File: config.mk
export PLATFORM = sky130hd
export DESIGN_NAME = pipe_stage_reg
export DESIGN_NICKNAME = d
export VERILOG_FILES = /design/src/rtl/pipe_stage_reg_pkg.sv /design/src/rtl/pipe_stage_reg_sat_counter.sv /design/src/rtl/pipe_stage_reg.sv
export SDC_FILE = /design/constraint.sdc
export NUM_CORES = 1
export LEC_CHECK = 0
export CAP_MARGIN = 10
export CORE_MARGIN = 1
export CORE_UTILIZATION = 40
export CTS_CLUSTER_SIZE = 14
export DETAILED_ROUTE_END_ITERATION = 7
export GPL_ROUTABILITY_DRIVEN = 0
export PLACE_DENSITY = 0.69
export SYNTH_ARGS = -nofsm -noshare
export SYNTH_HDL_FRONTEND = slang
export SYNTH_SLANG_ARGS = --single-unit
export TNS_END_PERCENT = 20
File: constraint.sdc
create_clock -name clk -period 6.4 [get_ports clk]
set_clock_uncertainty 0.05 [all_clocks]
set_input_delay 1.28 -clock clk [delete_from_list [all_inputs] [get_ports clk]]
set_output_delay 1.28 -clock clk [all_outputs]
set_load 0.02 [all_outputs]
File: src/rtl/pipe_stage_reg_pkg.sv
// rtl/pipe_stage_reg_pkg.sv - shared hazard-control definitions for pipeline stage registers
package pipe_stage_reg_pkg;

  localparam int HAZD_CTL_WIDTH = 2;

  typedef logic [HAZD_CTL_WIDTH-1:0] hazd_ctl_t;

  localparam hazd_ctl_t HAZD_CTL_NORMAL = 2'd0;
  localparam hazd_ctl_t HAZD_CTL_NO_OP  = 2'd1;
  localparam hazd_ctl_t HAZD_CTL_RETRY  = 2'd2;
  localparam hazd_ctl_t HAZD_CTL_FLUSH  = 2'd3;

  function automatic logic hazd_is_normal(input hazd_ctl_t ctl);
    return ctl == HAZD_CTL_NORMAL;
  endfunction

endpackage

File: src/rtl/pipe_stage_reg_sat_counter.sv
// rtl/pipe_stage_reg_sat_counter.sv - saturating up-counter used for stall statistics
module sat_counter #(
  parameter int CNT_W = 16
) (
  input  logic             clk,
  input  logic             rst,
  input  logic             inc,
  output logic [CNT_W-1:0] count
);

  logic [CNT_W-1:0] count_q;
  logic [CNT_W-1:0] count_d;

  // Count up on inc, sticking at all-ones instead of wrapping.
  always_comb begin
    count_d = count_q;
    if (inc && (count_q != {CNT_W{1'b1}})) begin
      count_d = count_q + CNT_W'(1);
    end
  end

  // Counter register; cleared immediately on reset.
  always_ff @(posedge clk or posedge rst) begin
    if (rst) begin
      count_q <= '0;
    end else begin
      count_q <= count_d;
    end
  end

  assign count = count_q;

endmodule

File: src/rtl/pipe_stage_reg.sv
// rtl/pipe_stage_reg.sv - two-entry skid pipeline register with hazard control and stall counter
module pipe_stage_reg
  import pipe_stage_reg_pkg::*;
#(
  parameter int DATA_W = 64,
  parameter int CNT_W  = 16
) (
  input  logic                      clk,
  input  logic                      rst,
  input  logic [HAZD_CTL_WIDTH-1:0] hazard_control,
  input  logic                      ignore_no_op,
  input  logic                      squash,
  input  logic                      up_valid,
  input  logic                      up_no_op,
  input  logic [DATA_W-1:0]         up_data,
  output logic                      up_ready,
  output logic                      dn_valid,
  output logic                      dn_no_op,
  output logic [DATA_W-1:0]         dn_data,
  input  logic                      dn_ready,
  output logic [1:0]                occupancy,
  output logic [CNT_W-1:0]          stall_cnt
);

  // Encoding doubles as the occupancy count.
  typedef enum logic [1:0] {
    ST_EMPTY = 2'd0,
    ST_ONE   = 2'd1,
    ST_TWO   = 2'd2
  } state_e;

  state_e              state_q, state_d;
  logic                head_no_op_q, head_no_op_d;
  logic [DATA_W-1:0]   head_data_q, head_data_d;
  logic                skid_no_op_q, skid_no_op_d;
  logic [DATA_W-1:0]   skid_data_q, skid_data_d;

  logic is_normal;
  logic accept;
  logic dequeue;
  logic new_no_op;
  logic stall_inc;

  // Handshake qualification; nothing moves unless the hazard unit says NORMAL.
  always_comb begin
    is_normal = hazd_is_normal(hazard_control);
    up_ready  = ~rst & (state_q != ST_TWO) & is_normal;
    dn_valid  = (state_q != ST_EMPTY);
    accept    = up_valid & up_ready;
    dequeue   = dn_valid & dn_ready & is_normal;
    new_no_op = squash | (up_no_op & ~ignore_no_op);
    stall_inc = (hazard_control == HAZD_CTL_RETRY) | (dn_valid & ~dn_ready);
  end

  // Next-state for the head/skid pair; FLUSH overrides everything else.
  always_comb begin
    state_d      = state_q;
    head_no_op_d = head_no_op_q;
    head_data_d  = head_data_q;
    skid_no_op_d = skid_no_op_q;
    skid_data_d  = skid_data_q;
    case (hazard_control)
      HAZD_CTL_FLUSH: begin
        state_d      = ST_EMPTY;
        head_no_op_d = 1'b0;
      end
      HAZD_CTL_NO_OP: begin
        if (state_q != ST_EMPTY) begin
          head_no_op_d = 1'b1;
        end
      end
      HAZD_CTL_RETRY: begin
      end
      default: begin
        case (state_q)
          ST_EMPTY: begin
            if (accept) begin
              head_no_op_d = new_no_op;
              head_data_d  = up_data;
              state_d      = ST_ONE;
            end
          end
          ST_ONE: begin
            if (accept && dequeue) begin
              head_no_op_d = new_no_op;
              head_data_d  = up_data;
            end else if (accept) begin
              skid_no_op_d = new_no_op;
              skid_data_d  = up_data;
              state_d      = ST_TWO;
            end else if (dequeue) begin
              state_d = ST_EMPTY;
            end
          end
          ST_TWO: begin
            if (dequeue) begin
              head_no_op_d = skid_no_op_q;
              head_data_d  = skid_data_q;
              state_d      = ST_ONE;
            end
          end
          default: begin
            state_d = ST_EMPTY;
          end
        endcase
      end
    endcase
  end

  // Entry storage; reset drops all held entries at once.
  always_ff @(posedge clk or posedge rst) begin
    if (rst) begin
      state_q      <= ST_EMPTY;
      head_no_op_q <= 1'b0;
      head_data_q  <= '0;
      skid_no_op_q <= 1'b0;
      skid_data_q  <= '0;
    end else begin
      state_q      <= state_d;
      head_no_op_q <= head_no_op_d;
      head_data_q  <= head_data_d;
      skid_no_op_q <= skid_no_op_d;
      skid_data_q  <= skid_data_d;
    end
  end

  assign dn_no_op  = head_no_op_q;
  assign dn_data   = head_data_q;
  assign occupancy = state_q;

  sat_counter #(
    .CNT_W(CNT_W)
  ) u_stall_cnt (
    .clk  (clk),
    .rst  (rst),
    .inc  (stall_inc),
    .count(stall_cnt)
  );

endmodule

# After elaboration in Yosys (flattened, before gate mapping)
# Cells that the tools add are included.
# classes
add_sub_neg	1
n_mul	0
div	0
order_cmp	0
n_eq_ne	18
shifts	0
n_mux	17
bitwise	16
reduce_logical	13
# ops
operator	n
64-bit 2-to-1 mux	3
64-bit case mux with 3 select lines	1
16-bit by 1-bit adder with 16-bit output (second input constant)	1
16-bit inequality test (second input constant)	1
4-bit inequality test (second input constant)	3
2-bit 2-to-1 mux	5
2-bit inequality test (second input constant)	5
5-bit AND reduction	2
1-bit bitwise AND	7
1-bit NOT	7
2-bit == test (second input constant)	3
3-bit inequality test (second input constant)	2
1-bit case mux with 3 select lines	2
2-bit case mux with 3 select lines	1
6-bit AND reduction	1
5-bit nonzero test	1
2-bit by 1-bit == test with 1-bit output (second input constant)	2
2-bit zero test	2
1-bit 2-to-1 mux	4
4-bit by 2-bit inequality test with 1-bit output (second input constant)	1
2-bit case mux with 2 select lines	1
4-bit AND reduction	1
3-bit by 2-bit inequality test with 1-bit output (second input constant)	1
3-bit nonzero test	1
other kinds (5)	7
# word_totals
regBits	148
latch_bits	0
ramBits	0
rom_bits	0
inputBits	73
out_inout_bits	85
elab_cells	71
n_memories	0

# Depth between registers and ports, before layout
# Gate-level depths: netlist of the first run.
# logic_depth
word_depth	8
ltp_mapped	8

# Cells and area by module
# From an unflattened synthesis of the first run, not the netlist that was laid out.
# hier_totals
cells_unflattened	540
area_unflattened_um2	6941.7
# modules_own_cells
module	n_inst	cells_each	area_per_inst_um2	seq_area_each_um2
pipe_stage_reg	1	469	6135.9	3303.2
sat_counter	1	71	805.8	400.4

# Least setup slack after synthesis of the first run
# Ideal clock, no wire load.
# synth_timing
path_kind	input-to-output
from	input port rst
to	output port up_ready
t_arrival_ns	4.979
required_time_ns	5.070
slack_ns	0.091
stages	2
path_buffers	0
path_cell_list	inv_1 > and3_1
# synth_between
elab_chain_cells	3
# synth_rtl
element	line	text
from (decl)	pipe_stage_reg.sv:9	input logic rst,
1-bit NOT	pipe_stage_reg.sv:47	up_ready = ~rst & (state_q != ST_TWO) & is_normal;
1-bit bitwise AND (2 in series)	pipe_stage_reg.sv:47	
to (decl)	pipe_stage_reg.sv:16	output logic up_ready,
# Every way passes these cells.

# Worst setup path after layout of the first run
# Same ends and word-level chain as after synthesis.

==> impl_metrics.tcl, run 1 <==
set metrics [dict create \
    core_area_um2 16600 \
    vias 4953 \
    rsz0062_at_grt "false" \
    seq_area_frac_synth_pct 54.4 \
    cpMostUsedCell "clkdlybuf4s50_1" \
    clockBufferDepth 2 \
    drc 0 \
    cts_root_buf "clkbuf_16" \
    vias_per_cell 5.02 \
    final_common_cell "nand2_1" \
    synth_nets 683 \
    dieArea_um2 17600 \
    power_leakage_nw 4.39 \
    ctsHoldBuffers 0 \
    relSlewSlack_pct 34.6 \
    die_x_um 132 \
    numCtsBuffers 17 \
    cts_tree "yes" \
    start_util_pct 41.1 \
    grt_max_degree 80 \
    synth_top_area_share_pct 54.4 \
    post-route-period-util_pct 71.1 \
    clk_pin_slew_ns 0.06 \
    synthTopCellsByArea "dfrtp_1, mux2_2, nand2_1, mux2_1, xor2_1" \
    crit_required_ns 5.07 \
    synth.largest_area_cell "dfrtp_1" \
    routed_wl_um 15600 \
    grt_util_all_layers_pct 19.0 \
    grt_pass1_vias 5367 \
    hold_viol 0 \
    vdd_drop_max_mv 0.197 \
    diodes 0 \
    netlist_instances 604 \
    dr.pass1.iters 4 \
    grt_overflow_total 0 \
    grt_pass1_wl_um 26200 \
    io_pins 158 \
    antenna_found_initial 0 \
    multi_input_area_um2 2900 \
    max_cap_viol_count 0 \
    worst_slew_pin_slew_ns 0.981 \
    clkLatencyLatePin_ns 0.42 \
    htreeDepth 4 \
    drt_iter0_drc 164 \
    hold_path.class "reg -> reg" \
    io_buffer_count 157 \
    post_cts_resized 0 \
    ant_nets 0 \
    cts_setup_buffers 0 \
    die_y_um 132 \
    ys_ff_latch 148 \
    cp-end-kind "output port" \
    final_cell_mix "nand2_1, clkdlybuf4s50_1, dfrtp_1" \
    area_growth_pct 33.5 \
    crit_family "buffers and inverters" \
    seq_area_um2 3700 \
    crit_type "in -> out" \
    rows 47 \
    p_per_area_nw_per_um2 362 \
    ys_async_sr_fraction_pct 100 \
    r2r_slack_ns 3.60 \
    worstSetupStartpointType "input port" \
    slew_viol_final 0 \
    status "finished, final reports clean" \
    crit_slowest_cell "clkdlybuf4s50_1" \
    setup_viol 0 \
    crit_buf_inv 3 \
    yosys_warnings 0 \
    cp_max_fo 79 \
    drt-wirelength-per-cell_um 15.8 \
    period_needed_ns 4.55 \
    synthesis.area_um2 6810 \
    drive_above_1_share_pct 17.5 \
    fin_nets 833 \
    crit_chain "clkdlybuf4s50_1 > inv_6 > and3_1 > clkdlybuf4s50_1" \
    tns_ns 0 \
    dp_hpwl_um 10100 \
    avgSynthCellArea_um2 11.3 \
    max_freq_mhz 220 \
    synth_edf_count 0 \
    power_w 0.00329 \
    ys_types 48 \
    worstPathArrival_ns 3.22 \
    ys.flop_type "dfrtp_1" \
    fillerInstances 1411 \
    slowest_delay_ns 0.60 \
    cts.sinks 148 \
]
[synth_stat cells, drive strengths merged (2+ instances only)]
| library cell | count |
|---|---|
| or2 | 2 |
| mux2i | 2 |
| dfrtp | 148 |
| nor2 | 9 |
| inv | 8 |
| nand2 | 197 |
| a311oi | 2 |
| nor2b | 3 |
| xnor2 | 2 |
| mux2 | 130 |
| and3 | 2 |
| ha | 6 |
| o21ai | 4 |
| and2 | 2 |
| a211oi | 3 |
| nor4b | 2 |
| clkbuf | 8 |
| nor4 | 5 |
| nand3 | 2 |
| xor2 | 11 |
| nand4 | 4 |
| nor3 | 3 |
| buf | 23 |
| a21oi | 8 |
| nor3b | 2 |
| nand2b | 4 |
[logic make-up (layout without fill, tap and decap cells)]
group | after synthesis | count (layout) | share of synthesized area [%]
buf+inv | 39 | 202 | 3.14
xor+xnor | 13 | 13 | 1.67
compound gates | 25 | 25 | 2.57
simple gates | 241 | 241 | 15.3
mux | 132 | 132 | 21.8
fa+ha+maj | 6 | 6 | 1.10
flops | 148 | 148 | 54.4
[metrics by stage]
step	util [%]	hold slack (ns)	instances	setup WS, ns	cell area [um2]
6_report	54.9	0.439	987	1.85	9100
5_1_grt	54.9	0.466	987	1.68	9100
4_1_cts	54.9	0.445	987	1.78	9100
3_5_place_dp	51.4	0.432	955	1.78	8530
3_3_place_gp	51.4	0.416	955	1.83	8530
2_1_floorplan	-	0.401	604	0.0909	6810
[state kept, by name, summed over array words and instances (netlist names)]
register and flops:
skid_data_q 64, u_stall_cnt.count 16, dn_data 64, dn_no_op 1, skid_no_op_q 1, occupancy 2
[tightest hold or removal path: cells and delay by family (launching register included)]
family / cells / cell delay, ns
DFF: 1 / 0.34
AOI/OAI and AO/OA: 1 / 0.06
and+or+nand+nor: 1 / 0.05
[per-layer routing]
layer,up-vias,global-route usage (%),wire [um],share of wire (%)
met4,0,8.49,369,2.4
met1,2448,23.5,6810,44
met3,27,4.29,708,4.5
met2,147,31.6,7720,49
li1,2331,-,-,-
met5,-,0,0,0
[report_power, final]
part           total (W)  switching, W  internal, W
Sequential       0.00138      0.000182      0.00120
Combinational   0.000959      0.000439     0.000520
Clock           0.000956      0.000384     0.000572
[final cells by class]
cell class,instances,share of cell area (%)
clock inverters,13,1.50
clock buffers,19,4.76
flip-flops and latches,148,40.7
inverters,8,0.385
multi-input cells,417,31.9
repair buffers,162,17.7
well taps,220,3.03
[path summary, 6_finish.rpt]
check                      cells after the start                   end          from
hold reg to reg                                2          skid_no_op_q  skid_no_op_q
setup / recovery                               4              up_ready           rst
hold / removal                                 2          skid_no_op_q  skid_no_op_q
setup reg to reg                               5           dn_data[31]  occupancy[1]
min in group asynchronous                      2  u_stall_cnt.count[3]           rst
max in group asynchronous                      3  u_stall_cnt.count[9]           rst
(Power assumes the default switching activity.)
==> inputs of run 2 (changes only) <==
==> constraint.sdc (replaced) <==
create_clock -name clk -period 4.5 [get_ports clk]
set_clock_uncertainty 0.05 [all_clocks]
set_input_delay 0.9 -clock clk [delete_from_list [all_inputs] [get_ports clk]]
set_output_delay 0.9 -clock clk [all_outputs]
set_load 0.02 [all_outputs]
==> impl_metrics.tcl, run 2 (synthesis gave the netlist of run 1 again) <==
set metrics [dict create \
    power_leakage_nw 4.42 \
    setup_viol 0 \
    vias 4871 \
    hold_path.class "reg -> reg" \
    core_area_um2 16600 \
    start_util_pct 41.1 \
    endpoint "up_ready" \
    drive_above_1_share_pct 17.6 \
    dr.pass1.iters 4 \
    fillerInstances 1419 \
    clockBufferDepth 2 \
    grt_util_all_layers_pct 18.6 \
    multi_input_area_um2 2900 \
    grt_pass1_vias 5229 \
    vias_per_cell 4.94 \
    drc 0 \
    cts_setup_buffers 0 \
    grt_overflow_total 0 \
    period_needed_ns 3.56 \
    slew_viol_final 0 \
    status "finished, final reports clean" \
    hold_viol 0 \
    post-route-period-util_pct 79.1 \
    grt_max_degree 149 \
    ant_nets 0 \
    rows 47 \
    worstSetupStartpointType "input port" \
    critPathLaunch "hazard_control[0]" \
    r2r_slack_ns 2.27 \
    htreeDepth 4 \
    power_w 0.00467 \
    ctsHoldBuffers 0 \
    r2r_end "skid_data_q[31]" \
    clk_pin_slew_ns 0.06 \
    final_cell_mix "nand2_1, clkdlybuf4s50_1, dfrtp_1" \
    diodes 0 \
    area_growth_pct 34.0 \
    relSlewSlack_pct 41.4 \
    antenna_found_initial 0 \
    preCtsSetupSlack_ns 0.926 \
    final_common_cell "nand2_1" \
    die_x_um 132 \
    io_buffer_count 157 \
    cp_max_fo 8 \
    cts_tree "yes" \
    worstPathArrival_ns 2.61 \
    cts.sinks 148 \
    post_cts_resized 0 \
    routed_wl_um 15300 \
    dp_hpwl_um 10000 \
    max_freq_mhz 281 \
    cp-end-kind "output port" \
    die_y_um 132 \
    p_per_area_nw_per_um2 511 \
    seq_area_um2 3700 \
    timing.rr.start "occupancy[0]" \
    fin_ws_ns 0.941 \
    reg2regPathDepth 4 \
    grt_pass1_wl_um 25900 \
    worst_slew_pin_slew_ns 0.880 \
    crit_required_ns 3.55 \
    drt_iter0_drc 172 \
    dieArea_um2 17600 \
    vdd_drop_max_mv 0.255 \
    rsz0062_at_grt "false" \
    crit_type "in -> out" \
    numCtsBuffers 17 \
    cts_root_buf "clkbuf_16" \
    utilization_pct 55.1 \
    clkLatencyLatePin_ns 0.41 \
    drt-wirelength-per-cell_um 15.5 \
    max_cap_viol_count 0 \
    fin_nets 834 \
    io_pins 158 \
    tns_ns 0 \
]
[run 2: cell count changes in the layout (fill, tap and decap cells not counted), sizes merged]
| cell | change |
|---|---|
| clkbuf | +4 |
| buf | +1 |
| clkinvlp | -1 |
| clkinv | -3 |
| bufinv | -1 |
[run 2: layer usage]
metal  wire length, um  GRT usage [%]
met1              6800           22.8
met2              7800           32.2
met3               554           4.44
met4               174           5.87
met5                 0              0
[run 2: cell type report]
class | instances | share of cell area, %
Clock inverter | 8 | 0.809
Inverter | 8 | 0.370
Timing Repair Buffer | 163 | 18.0
Clock buffer | 23 | 5.45
Tap cell | 220 | 3.01
Multi-Input combinational cell | 417 | 31.8
Sequential cell | 148 | 40.6
[run 2: metrics by stage]
step	area, um2	hold slack (ns)	cells
2_1_floorplan	6820	0.401	604
3_3_place_gp	8560	0.415	956
3_5_place_dp	8560	0.424	956
4_1_cts	9130	0.437	987
5_1_grt	9130	0.454	987
6_report	9130	0.434	987
[run 2: worst min-delay path by stage]
stage	startpoint	to	slack (ns)	depth (start not counted)
5_1_grt	dn_data[40]	dn_data[40]	0.45	1
6_report	dn_data[40]	dn_data[40]	0.43	1
2_1_floorplan	skid_no_op_q	skid_no_op_q	0.40	2
3_3_place_gp	skid_no_op_q	skid_no_op_q	0.42	2
3_5_place_dp	dn_data[40]	dn_data[40]	0.42	1
4_1_cts	dn_data[40]	dn_data[40]	0.44	1
[run 2: worst max-delay path, stage by stage]
cell and delay, ns:
clkdlybuf4s50_1 0.46, inv_1 0.12, ha_1 0.28, and3_1 0.20
clkdlybuf4s50_1 0.64
[run 2: report_power, final]
| part | switching, W | internal, W | leakage, nW |
|---|---|---|---|
| clock | 0.000523 | 0.000829 | 0.281 |
| combinational | 0.000621 | 0.000741 | 2.19 |
| sequential | 0.000255 | 0.00170 | 1.95 |
| total | 0.00140 | 0.00327 | 4.42 |
==> inputs of run 3 (changes only) <==
--- a/config.mk
+++ b/config.mk
@@ -11,7 +11,7 @@
 export CTS_CLUSTER_SIZE = 14
 export DETAILED_ROUTE_END_ITERATION = 7
 export GPL_ROUTABILITY_DRIVEN = 0
-export PLACE_DENSITY = 0.69
+export PLACE_DENSITY = 0.72
 export SYNTH_ARGS = -nofsm -noshare
 export SYNTH_HDL_FRONTEND = slang
 export SYNTH_SLANG_ARGS = --single-unit
==> constraint.sdc (replaced) <==
create_clock -name clk -period 2.9 [get_ports clk]
set_clock_uncertainty 0.05 [all_clocks]
set_input_delay 0.58 -clock clk [delete_from_list [all_inputs] [get_ports clk]]
set_output_delay 0.58 -clock clk [all_outputs]
set_load 0.02 [all_outputs]
==> impl_metrics.tcl, run 3 (synthesis gave the netlist of run 1 again) <==
set metrics [dict create \
    rows 47 \
    cts_setup_buffers 0 \
    setup_viol 0 \
    crit_required_ns 2.27 \
    dieArea_um2 17600 \
    dr.pass1.iters 4 \
    max_freq_mhz 366 \
    slew_viol_final 0 \
    vias 4745 \
    clk_pin_slew_ns 0.06 \
    ctsHoldBuffers 0 \
    clkLatencyLatePin_ns 0.40 \
    vias_per_cell 4.80 \
    endpoint "up_ready" \
    timing.rr.start "occupancy[0]" \
    cts.sinks 148 \
    grt_util_all_layers_pct 18.0 \
    worstSetupStartpointType "input port" \
    rsz0062_at_grt "false" \
    routed_wl_um 14900 \
    dp_hpwl_um 9930 \
    worst_slew_pin_slew_ns 0.930 \
    drt-wirelength-per-cell_um 15.1 \
    p_sw_w 0.00220 \
    preCtsSetupSlack_ns 0.0593 \
    p_comb_share_pct 29.2 \
    cts_root_buf "clkbuf_16" \
    drc 0 \
    cp_max_fo 3 \
    status "finished, final reports clean" \
    reg2regPathDepth 5 \
    diodes 0 \
    die_x_um 132 \
    vdd_drop_max_mv 0.404 \
    ant_nets 0 \
    io_buffer_count 157 \
    numCtsBuffers 17 \
    power_frac_seq_pct 41.9 \
    placed_cells 957 \
    grt_pass1_vias 5179 \
    cp-end-kind "output port" \
    crit_type "in -> out" \
    worstHoldPathCells 2 \
    p_sw_share_pct 30.4 \
    r2r_slack_ns 0.78 \
    p_per_area_nw_per_um2 789 \
    r2r_end "dn_no_op" \
    area_growth_pct 34.5 \
    max_cap_viol_count 0 \
    core_area_um2 16600 \
    grt_overflow_total 0 \
    fin_ws_ns 0.166 \
    drt_iter0_drc 227 \
    final_common_cell "nand2_1" \
    relSlewSlack_pct 38.0 \
    drive_above_1_share_pct 17.9 \
    hold_viol 0 \
    p_int_w 0.00504 \
    post-route-period-util_pct 94.3 \
    cts_tree "yes" \
    clockBufferDepth 2 \
    finalNonFillerCells 989 \
    grt_max_degree 149 \
    period_needed_ns 2.73 \
    hold_path.class "reg -> reg" \
    post_cts_resized 0 \
    clockPowerShare_pct 28.9 \
    htreeDepth 4 \
    fin_nets 835 \
    antenna_found_initial 0 \
    start_util_pct 41.1 \
    io_pins 158 \
    die_y_um 132 \
    final_cell_mix "nand2_1, clkdlybuf4s50_1, dfrtp_1" \
    grt_pass1_wl_um 25400 \
    worstPathArrival_ns 2.10 \
    power_leakage_nw 4.42 \
    critPathLaunch "hazard_control[1]" \
]
==> run 3: cell count changes in the layout (fill, tap and decap cells not counted), sizes merged <==
cell and delta:
clkinvlp +2, clkbuf -3, inv -1, buf +1, clkinv +3
==> run 3: final cells by class <==
cell class | instances | area [um2]
clock buffer | 20 | 467
timing repair buffer | 164 | 1670
multi-input combinational | 417 | 2900
inverter | 8 | 33.8
sequential | 148 | 3700
tap | 220 | 275
clock inverter | 12 | 106
fill | 1416 | 7420
==> run 3: critical path: stages <==
cell and delay [ns]:
clkdlybuf4s50_1 0.46, inv_1 0.14, ha_1 0.18, and3_1 0.15, clkdlybuf4s50_1 0.60
==> run 3: worst min-delay path by stage <==
stage               startpoint               to  slack (ns)
6_report          skid_no_op_q     skid_no_op_q        0.43
3_3_place_gp      skid_no_op_q     skid_no_op_q        0.42
4_1_cts           skid_no_op_q     skid_no_op_q        0.44
2_1_floorplan     skid_no_op_q     skid_no_op_q        0.40
5_1_grt        skid_data_q[26]  skid_data_q[26]        0.46
3_5_place_dp      skid_no_op_q     skid_no_op_q        0.42
==> run 3: power groups by stage <==
stage               Sequential, W  Combinational [W]  Clock (W)
floorplan                 0.00338           0.000739          0
global placement          0.00303            0.00208          0
detailed placement        0.00306            0.00213          0
CTS                       0.00303            0.00214    0.00215
global route              0.00311            0.00226    0.00223
finish                    0.00303            0.00211    0.00209
==> run 3: routing by layer <==
metal / global-route usage [%] / share of wire (%)
met1: 22.5 / 45
met2: 31.0 / 50
met3: 3.52 / 4.0
met4: 6.07 / 0.89
met5: 0 / 0
==> run 3: stage by stage <==
step / utilization (%) / area, um2 / total power (W) / hold slack, ns / setup TNS, ns
after floorplan: - / 6820 / 0.00412 / 0.401 / -0.996
after global placement: 51.8 / 8590 / 0.00511 / 0.422 / 0
after detailed placement: 51.8 / 8590 / 0.00519 / 0.423 / 0
after CTS: 55.3 / 9160 / 0.00732 / 0.437 / 0
after global routing: 55.3 / 9160 / 0.00760 / 0.456 / 0
final: 55.3 / 9160 / 0.00723 / 0.432 / 0
